**config.mk**
```make
export PLATFORM = sky130hd
export DESIGN_NAME = sample_ring_buffer_p_flat
export DESIGN_NICKNAME = d
export VERILOG_FILES = /design/src/rtl/synth_pkg.sv /design/src/rtl/sample_ring_buffer_p_if.sv /design/src/rtl/sample_ring_buffer_p_sample_dpram.sv /design/src/rtl/sample_ring_buffer_p.sv /design/src/flat_wrapper.sv
export SDC_FILE = /design/constraint.sdc
export NUM_CORES = 2
export LEC_CHECK = 0
export ABC_AREA = 1
export ABC_CLOCK_PERIOD_IN_PS = 6720
export BUFFER_PORTS_ARGS = -buffer_cell sky130_fd_sc_hd__clkbuf_2
export CELL_PAD_IN_SITES_DETAIL_PLACEMENT = 1
export CELL_PAD_IN_SITES_GLOBAL_PLACEMENT = 2
export CORE_MARGIN = 8
export CORE_UTILIZATION = 47
export DETAILED_ROUTE_END_ITERATION = 6
export HOLD_SLACK_MARGIN = 0.06
export PLACE_DENSITY_LB_ADDON = 0.1
export SETUP_SLACK_MARGIN = 0.15
export SLEW_MARGIN = 5
export SYNTH_ARGS = -nofsm -noshare
export SYNTH_HDL_FRONTEND = slang
export SYNTH_SLANG_ARGS = --single-unit
```
**constraint.sdc**
```tcl
create_clock -name clk -period 6.72 [get_ports clk]
set_input_delay 0.672 -clock clk [delete_from_list [all_inputs] [get_ports clk]]
set_output_delay 0.672 -clock clk [all_outputs]
set_load 0.02 [all_outputs]
```
**src/rtl/synth_pkg.sv**
```systemverilog
// Shared synth-path types: sample width/type and the ring buffer's underrun-policy codes.
package synth_pkg;
   localparam int SAMPLE_W = 24;
   typedef logic signed [SAMPLE_W-1:0] sample_t;
   localparam int UR_HOLD = 0;
   localparam int UR_ZERO = 1;
endpackage

```
**src/rtl/sample_ring_buffer_p_if.sv**
```systemverilog
// Mixer -> ring buffer sample stream. o_ready doubles as the generator/mixer clk_en.
interface sample_ring_buffer_p_if
   import synth_pkg::*;
#(parameter int WIDTH = SAMPLE_W) ();
   logic [WIDTH-1:0] i_data;
   logic             i_valid;
   logic             o_ready;

   modport master (output i_data, i_valid, input o_ready);
   modport slave  (input i_data, i_valid, output o_ready);
endinterface

```
**src/rtl/sample_ring_buffer_p_sample_dpram.sv**
```systemverilog
// Simple dual-port sample RAM with a registered read port; clr zeroes the read register
// when no read is taking place (used for the zero-on-underrun policy).
module sample_dpram
   import synth_pkg::*;
#(
   parameter int WIDTH = SAMPLE_W,
   parameter int DEPTH = 128,
   localparam int AW   = $clog2(DEPTH)
) (
   input  logic             clk,
   input  logic             rst,
   input  logic             we,
   input  logic [AW-1:0]    waddr,
   input  logic [WIDTH-1:0] wdata,
   input  logic             re,
   input  logic [AW-1:0]    raddr,
   input  logic             clr,
   output logic [WIDTH-1:0] rdata
);
   logic [WIDTH-1:0] mem [DEPTH];
   logic [WIDTH-1:0] rdata_d, rdata_q;

   // Storage is deliberately not reset; only the output register is.
   always_ff @(posedge clk) begin
      if (we) mem[waddr] <= wdata;
   end

   always_comb begin
      rdata_d = rdata_q;
      if (re)       rdata_d = mem[raddr];
      else if (clr) rdata_d = '0;
   end

   always_ff @(posedge clk or posedge rst) begin
      if (rst) rdata_q <= '0;
      else     rdata_q <= rdata_d;
   end

   assign rdata = rdata_q;
endmodule

```
**src/rtl/sample_ring_buffer_p.sv**
```systemverilog
// Mixer-to-DAC ring buffer: one read per sample tick, selectable underrun policy, flush.
// Define SAMPLE_BUF_STATS_EN to add saturating underrun/overrun counters.
module sample_ring_buffer_p
   import synth_pkg::*;
#(
   parameter int WIDTH         = SAMPLE_W,
   parameter int DEPTH         = 128,
   parameter int LOW_WM        = 32,
   parameter int UNDERRUN_ZERO = UR_HOLD,
   localparam int AW           = $clog2(DEPTH),
   localparam int PW           = AW + 1
) (
   input  logic                     clk,
   input  logic                     reset,
   input  logic                     i_tick,
   sample_ring_buffer_p_if.slave    wr,
   input  logic                     i_flush,
   output logic [WIDTH-1:0]         o_sample,
   output logic                     o_sample_valid,
   output logic [PW-1:0]            o_level,
   output logic                     o_low,
   output logic                     o_underrun
`ifdef SAMPLE_BUF_STATS_EN
   ,
   output logic [15:0]              o_underrun_cnt,
   output logic [15:0]              o_overrun_cnt
`endif
);
   logic [PW-1:0] wr_ptr_d, wr_ptr_q, rd_ptr_d, rd_ptr_q;
   logic          sv_d, sv_q, ur_d, ur_q;
   logic          empty, full, wr_en, rd_en, clr;

   // Status decodes only from pointer registers, so o_ready has no path from i_tick/i_valid.
   assign empty = (wr_ptr_q == rd_ptr_q);
   assign full  = (wr_ptr_q[AW] != rd_ptr_q[AW]) && (wr_ptr_q[AW-1:0] == rd_ptr_q[AW-1:0]);

   assign wr_en = wr.i_valid && !full && !i_flush;
   assign rd_en = i_tick && !empty && !i_flush;
   assign clr   = ur_d && (UNDERRUN_ZERO == UR_ZERO);

   always_comb begin
      wr_ptr_d = wr_ptr_q + PW'(wr_en);
      rd_ptr_d = i_flush ? wr_ptr_q : rd_ptr_q + PW'(rd_en);
      sv_d     = i_tick;
      ur_d     = i_tick && !rd_en;
   end

   always_ff @(posedge clk or posedge reset) begin
      if (reset) begin
         wr_ptr_q <= '0;
         rd_ptr_q <= '0;
         sv_q     <= 1'b0;
         ur_q     <= 1'b0;
      end else begin
         wr_ptr_q <= wr_ptr_d;
         rd_ptr_q <= rd_ptr_d;
         sv_q     <= sv_d;
         ur_q     <= ur_d;
      end
   end

   sample_dpram #(.WIDTH(WIDTH), .DEPTH(DEPTH)) u_ram (
      .clk   (clk),
      .rst   (reset),
      .we    (wr_en),
      .waddr (wr_ptr_q[AW-1:0]),
      .wdata (wr.i_data),
      .re    (rd_en),
      .raddr (rd_ptr_q[AW-1:0]),
      .clr   (clr),
      .rdata (o_sample)
   );

   assign wr.o_ready     = !full;
   assign o_level        = wr_ptr_q - rd_ptr_q;
   assign o_low          = int'(o_level) < LOW_WM;
   assign o_sample_valid = sv_q;
   assign o_underrun     = ur_q;

`ifdef SAMPLE_BUF_STATS_EN
   logic [15:0] urc_d, urc_q, ovc_d, ovc_q;
   logic        ov_ev;

   // Flush drops are intentional and are not counted as overruns.
   assign ov_ev = wr.i_valid && full && !i_flush;

   always_comb begin
      urc_d = urc_q + 16'(ur_d  && (urc_q != 16'hFFFF));
      ovc_d = ovc_q + 16'(ov_ev && (ovc_q != 16'hFFFF));
   end

   always_ff @(posedge clk or posedge reset) begin
      if (reset) begin
         urc_q <= '0;
         ovc_q <= '0;
      end else begin
         urc_q <= urc_d;
         ovc_q <= ovc_d;
      end
   end

   assign o_underrun_cnt = urc_q;
   assign o_overrun_cnt  = ovc_q;
`endif
endmodule

```
**src/flat_wrapper.sv**
```systemverilog
// flat-port wrapper written by rule: the top's interface ports become plain ports
module sample_ring_buffer_p_flat import synth_pkg::*;
#(
   parameter int WIDTH         = SAMPLE_W,
   parameter int DEPTH         = 128,
   parameter int LOW_WM        = 32,
   parameter int UNDERRUN_ZERO = UR_HOLD,
   localparam int AW           = $clog2(DEPTH),
   localparam int PW           = AW + 1
)
  (clk, reset, i_tick, i_flush, o_sample, o_sample_valid, o_level, o_low, o_underrun, wr_i_data, wr_i_valid, wr_o_ready);
  sample_ring_buffer_p_if #(.WIDTH(WIDTH)) wr_i ();
  input  logic clk;
  input  logic reset;
  input  logic i_tick;
  input  logic i_flush;
  output logic [WIDTH-1:0] o_sample;
  output logic o_sample_valid;
  output logic [PW-1:0] o_level;
  output logic o_low;
  output logic o_underrun;
  input wire logic [$bits(wr_i.i_data)-1:0] wr_i_data;
  input wire logic [$bits(wr_i.i_valid)-1:0] wr_i_valid;
  output wire logic [$bits(wr_i.o_ready)-1:0] wr_o_ready;
  assign wr_i.i_data = wr_i_data;
  assign wr_i.i_valid = wr_i_valid;
  assign wr_o_ready = wr_i.o_ready;
  sample_ring_buffer_p #(.WIDTH(WIDTH), .DEPTH(DEPTH), .LOW_WM(LOW_WM), .UNDERRUN_ZERO(UNDERRUN_ZERO)) u_core (.clk(clk), .reset(reset), .i_tick(i_tick), .wr(wr_i), .i_flush(i_flush), .o_sample(o_sample), .o_sample_valid(o_sample_valid), .o_level(o_level), .o_low(o_low), .o_underrun(o_underrun));
endmodule
```
# == After elaboration in Yosys (flattened, before gate mapping) ==
# Memories as Yosys holds them, arrays and structs flattened. A register that Yosys moved wholly into a read port is not among the register bits.
# Cells that the tools add are included.
# word_totals
reg_bits,18
ram_bits,3072
in_bits,29
output_inout_bits,36
word_cells,25
n_memories,1
# memory_table
name,depth,width,read_ports,rd_clocked_by_memory_dff,write_ports,line_no,source
u_core.u_ram.mem,128,24,1,1,1,sample_ring_buffer_p_sample_dpram.sv:20,logic [WIDTH-1:0] mem [DEPTH];
# classes
n_addsub,3
order_cmp,1
n_eq_ne,3
n_mux,3
reduce_logical,10
# ops
op,n
adder 8 x 1 -> 8 bit,2
== test 8 bit,1
< comparator 8 x 6 -> 1 bit (second input constant),1
2-to-1 mux 8 bit,1
subtractor 8 bit,1
== test 7 bit,1
logical AND 1 bit,6
zero test 1 bit,4
2-to-1 mux 1 bit,2
inequality test 1 bit,1

# == Longest topological paths before layout ==
# logic_depth
depth_word,7
mapped_depth,19
mapped_depth_nobuf,15

# == By module ==
# Synthesis repeated with hierarchy kept, for this count alone.
# hier_totals
cells_unflattened,10356
area_unflattened_um2,125709.3
# modules_own_cells
mod,n_inst,cells_per_inst,area_per_inst_um2,seq_area_each_um2
sample_dpram,1,10195,124445.6,92849.0
sample_ring_buffer_p,1,161,1263.7,450.4

# == Worst setup path before layout ==
# Ideal clock, no wire load.
# synth_timing
path_kind,reg-to-reg
startpoint,reg u_core.rd_ptr_q[2]
endpoint,mem u_core.u_ram.mem[100][0] (netlist bit) (enable)
setup_time_ns,0.405
arrival_time_ns,3.524
required_time_ns,6.315
setup_slack_ns,2.791
stages_incl_launch_ff,14
path_buffers,4
period_less_slack_ns,3.929
cell_sequence,dfrtp_1 -> buf_2 -> inv_1 -> clkbuf_1 -> clkbuf_1 -> ha_1 -> nand2_1 -> nor2_1 -> nand4_1 -> nand3_1 -> clkinv_1 -> nand4_1 -> buf_2 -> nor2_1
# synth_via
elab_chain_cells,7
# synth_lines
item,line_no,source
from (decl),sample_ring_buffer_p.sv:29,"logic [PW-1:0] wr_ptr_d, wr_ptr_q, rd_ptr_d, rd_ptr_q;"
from (signal assigned),sample_ring_buffer_p.sv:56,rd_ptr_q <= rd_ptr_d;
== test 7 bit,sample_ring_buffer_p.sv:35,assign full = (wr_ptr_q[AW] != rd_ptr_q[AW]) && (wr_ptr_q[AW-1:0] == rd_ptr_q[AW-1:0]);
logical AND 1 bit,sample_ring_buffer_p.sv:35,
zero test 1 bit,n/a,
named net wr_o_ready,flat_wrapper.sv:24,output wire logic [$bits(wr_i.o_ready)-1:0] wr_o_ready;
logical AND 1 bit (2 in series),sample_ring_buffer_p.sv:37,assign wr_en = wr.i_valid && !full && !i_flush;
2-to-1 mux 1 bit,sample_ring_buffer_p_sample_dpram.sv:25,if (we) mem[waddr] <= wdata;
2-to-1 mux 1 bit (not written as such),sample_ring_buffer_p_sample_dpram.sv:25,
to (decl),sample_ring_buffer_p_sample_dpram.sv:20,
# The timed path passes the listed nets, and every way through them passes these cells.

# == Final worst setup path ==
# layout_timing
startpoint,reg u_core.rd_ptr_q[1]
endpoint,out o_low
# layout_via
elab_chain_cells,2
# layout_lines
item,line_no,source
subtractor 8 bit,sample_ring_buffer_p.sv:75,assign o_level = wr_ptr_q - rd_ptr_q;
< comparator 8 x 6 -> 1 bit,sample_ring_buffer_p.sv:76,assign o_low = int'(o_level) < LOW_WM;
to (decl),flat_wrapper.sv:20,output logic o_low;
# No other way between the ends.

==> reports/metrics.cfg <==
[sta]
slew_headroom_pct = 8.65
tightest_slew_ns = 1.37
hold_viol = 0
fin_skew_ns = 0.0401
fmax_ghz = 0.190
setup_violations = 0
fin_crit_sh_pct = 78.3
drv_slew = 0
rsz0062_at_grt = false
period_needed_ns = 5.26
setup_tns_ns = 0

[synth]
yosys.area.top_type = edfxtp_1
syn_area_per_cell_sq_um = 11.2
yosysSeqAreaShare_pct = 72.1
synthArstFlopShare_pct = 1.35
syn_area_sq_um = 129000
synth.top_cell.area_share_pct = 71.3
synth_nets = 11600
yosysMostFrequentCell = edfxtp_1
ys.flop_type = edfxtp_1
yosysUniqueCellTypes = 30
ys_ff_latch = 3114
synthTopCellsByArea = edfxtp_1 (71%), nand2_1 (8.6%), nor2_1 (4.8%)
synth_edf_count = 3072
netlist_top_cells_count = edfxtp_1 (3,072), nand2_1 (2,964), nor2_1 (1,655)
synthCells = 11500
yosysWarnings = 0

[status]
status = completed

[clock_network]
cts_inserted_buffers = 335
clockBufferDepth = 4
clk_pin_slew_ns = 0.06
cts_root_buffer = clkbuf_16
insertion_delay_ns = 0.94
cts_sinks = 3114
htreeDepth = 5
cts_tree = yes

[drt]
dr_total_vias = 87200
firstDrtPassIters = 5
drtIter0Drc = 8614
avgViaCountPerCell = 5.66
wl_per_cell_microns = 27.8
postRouteAntennaNets = 0
wl_microns = 428000
drc = 0

[cells_and_area]
drive_above_1_share_pct = 7.85
fin_area_sq_um = 144000
syn2layout_area_growth_pct = 11.3
nFillCells = 28400
final_nets = 11600
multi_input_area_sq_um = 29600
seqCellArea_sq_um = 93300
layoutNonFillerInstCount = 15400

[global_route]
grt_usage_pct = 28.5
gr-total-overflow = 0
grt_max_degree = 168
first_global_vias = 89800
grt_antenna_before_repair = 22
grt_pass1_wl_microns = 617000

[pwr]
ir_drop_mv = 0.363
p_per_area_nw_per_um2 = 416
leakagePower_nw = 53.6

[critical_path]
worstSetupStartpointType = flop
required_ns = 6.05
end_kind = output pin
timing.critical_path.fanout_max = 154
arrival_ns = 4.59
crit_type = reg2out

[min_path]
hold_class = in2reg

[die]
rows = 192
die_h_microns = 541
die_w_microns = 541
start_util_pct = 47.3
pin_count = 65
die-area_sq_um = 292000
core_area_sq_um = 274000

[placement]
placed_area_sq_um = 133000
gp_congestion = 0.907
io_buffers = 64
dp_cells = 14800
dp_hpwl_microns = 247000

[job]
maxCapViolCount = 0

cell usage in the layout, fill, tap and decap left out, types with 38 or more instances in the layout:
| master | instances |
|---|---|
| dfrtp_1 | 38 |
| clkinv_2 | 63 |
| clkbuf_2 | 40 |
| clkinv_1 | 103 |
| nor2_1 | 1526 |
| o21ai_0 | 643 |
| nor2_2 | 127 |
| clkbuf_1 | 66 |
| o211ai_1 | 135 |
| edfxtp_1 | 3072 |
| nand3_1 | 1031 |
| o21ai_1 | 247 |
| nand2_1 | 2963 |
| clkbuf_16 | 340 |
| inv_1 | 827 |
| buf_4 | 233 |
| a21oi_1 | 156 |
path summary, 6_finish.rpt:
path	startpoint	endpoint	slack [ns]	cells past startpoint
max	u_core.rd_ptr_q[1]$_DFF_PP0_	o_low	1.46	9
min	wr_i_data[20]	u_core.u_ram.mem[48][20]$_DFFE_PP_	0.18	1
max reg2reg	u_core.rd_ptr_q[1]$_DFF_PP0_	u_core.rd_ptr_q[6]$_DFF_PP0_	1.57	13
min reg2reg	u_core.u_ram.rdata[19]$_DFFE_PP0P_	u_core.u_ram.rdata[19]$_DFFE_PP0P_	0.49	2
max in group asynchronous	reset	u_core.rd_ptr_q[2]$_DFF_PP0_	5.57	4
min in group asynchronous	reset	u_core.u_ram.rdata[1]$_DFFE_PP0P_	0.51	4
critical path, stage by stage (launching register included):
cell      delay (ns)
dfrtp_4         0.77
buf_12          0.75
fa_1            0.35
o21ai_0         0.19
a21oi_1         0.20
o21bai_1        0.09
xnor2_1         0.72
nand2_1         0.10
nor2_1          0.13
clkbuf_2        0.19
report_power, final:
group | leakage, nW | switching (mW) | internal, mW
logic | 20.3 | 15.2 | 4.56
clock network | 5.15 | 7.70 | 10.4
registers | 28.1 | 0.419 | 21.6
repair_timing:
action | 4_1_cts | 5_1_grt
hold buffers | 3 | 0
setup buffers | 0 | 0
gates resized for setup | 0 | 0
endpoints found under the hold margin | 46 | 0
flip-flops by register name, summed over array words and instances, names as in the netlist:
| signal | count |
|---|---|
| u_core.u_ram.rdata | 24 |
| u_core.u_ram.mem | 3072 |
| u_core.o_underrun | 1 |
| u_core.o_sample_valid | 1 |
| u_core.rd_ptr_q | 8 |
| u_core.wr_ptr_q | 8 |
final cells by class:
| type | count | share of cell area (%) |
|---|---|---|
| Clock inverter | 200 | 1.20 |
| Clock buffer | 407 | 6.10 |
| Sequential cell | 3114 | 64.9 |
| Timing Repair Buffer | 322 | 1.88 |
| Inverter | 849 | 2.24 |
| Antenna cell | 11 | 0.0191 |
| Tap cell | 3589 | 3.12 |
| Multi-Input combinational cell | 6896 | 20.6 |
per-stage QoR:
stage               hold WS [ns]  total power [mW]  setup slack [ns]  utilization [%]
floorplan                  0.480              33.9              2.79                -
global placement           0.471              41.8              1.47             48.7
detailed placement         0.473              42.1              1.44             48.7
CTS                        0.180              60.1              1.42             52.6
global route               0.175              62.4              1.30             52.6
finish                     0.182              59.9              1.46             52.6
kinds of logic (layout without fill, tap and decap cells):
family,count (synthesis),after routing,share of synthesized area (%)
AND/OR/NAND/NOR,5682,5682,17.6
flip-flops,3114,3114,72.1
buffers and inverters,1508,1778,5.21
AO/OA/AOI/OAI,1186,1186,4.86
XOR/XNOR,15,15,0.102
adder cells (fa/ha/maj),13,13,0.132
other,0,11,0
routing by layer:
metal	vias to the layer above	routed length [microns]	GRT usage (%)
li1	39000	-	-
met1	44800	180000	38.6
met2	2713	202000	46.8
met3	647	28200	4.62
met4	2	16900	10.3
met5	-	13	0
Note: power is estimated with default switching activity, not from simulation.
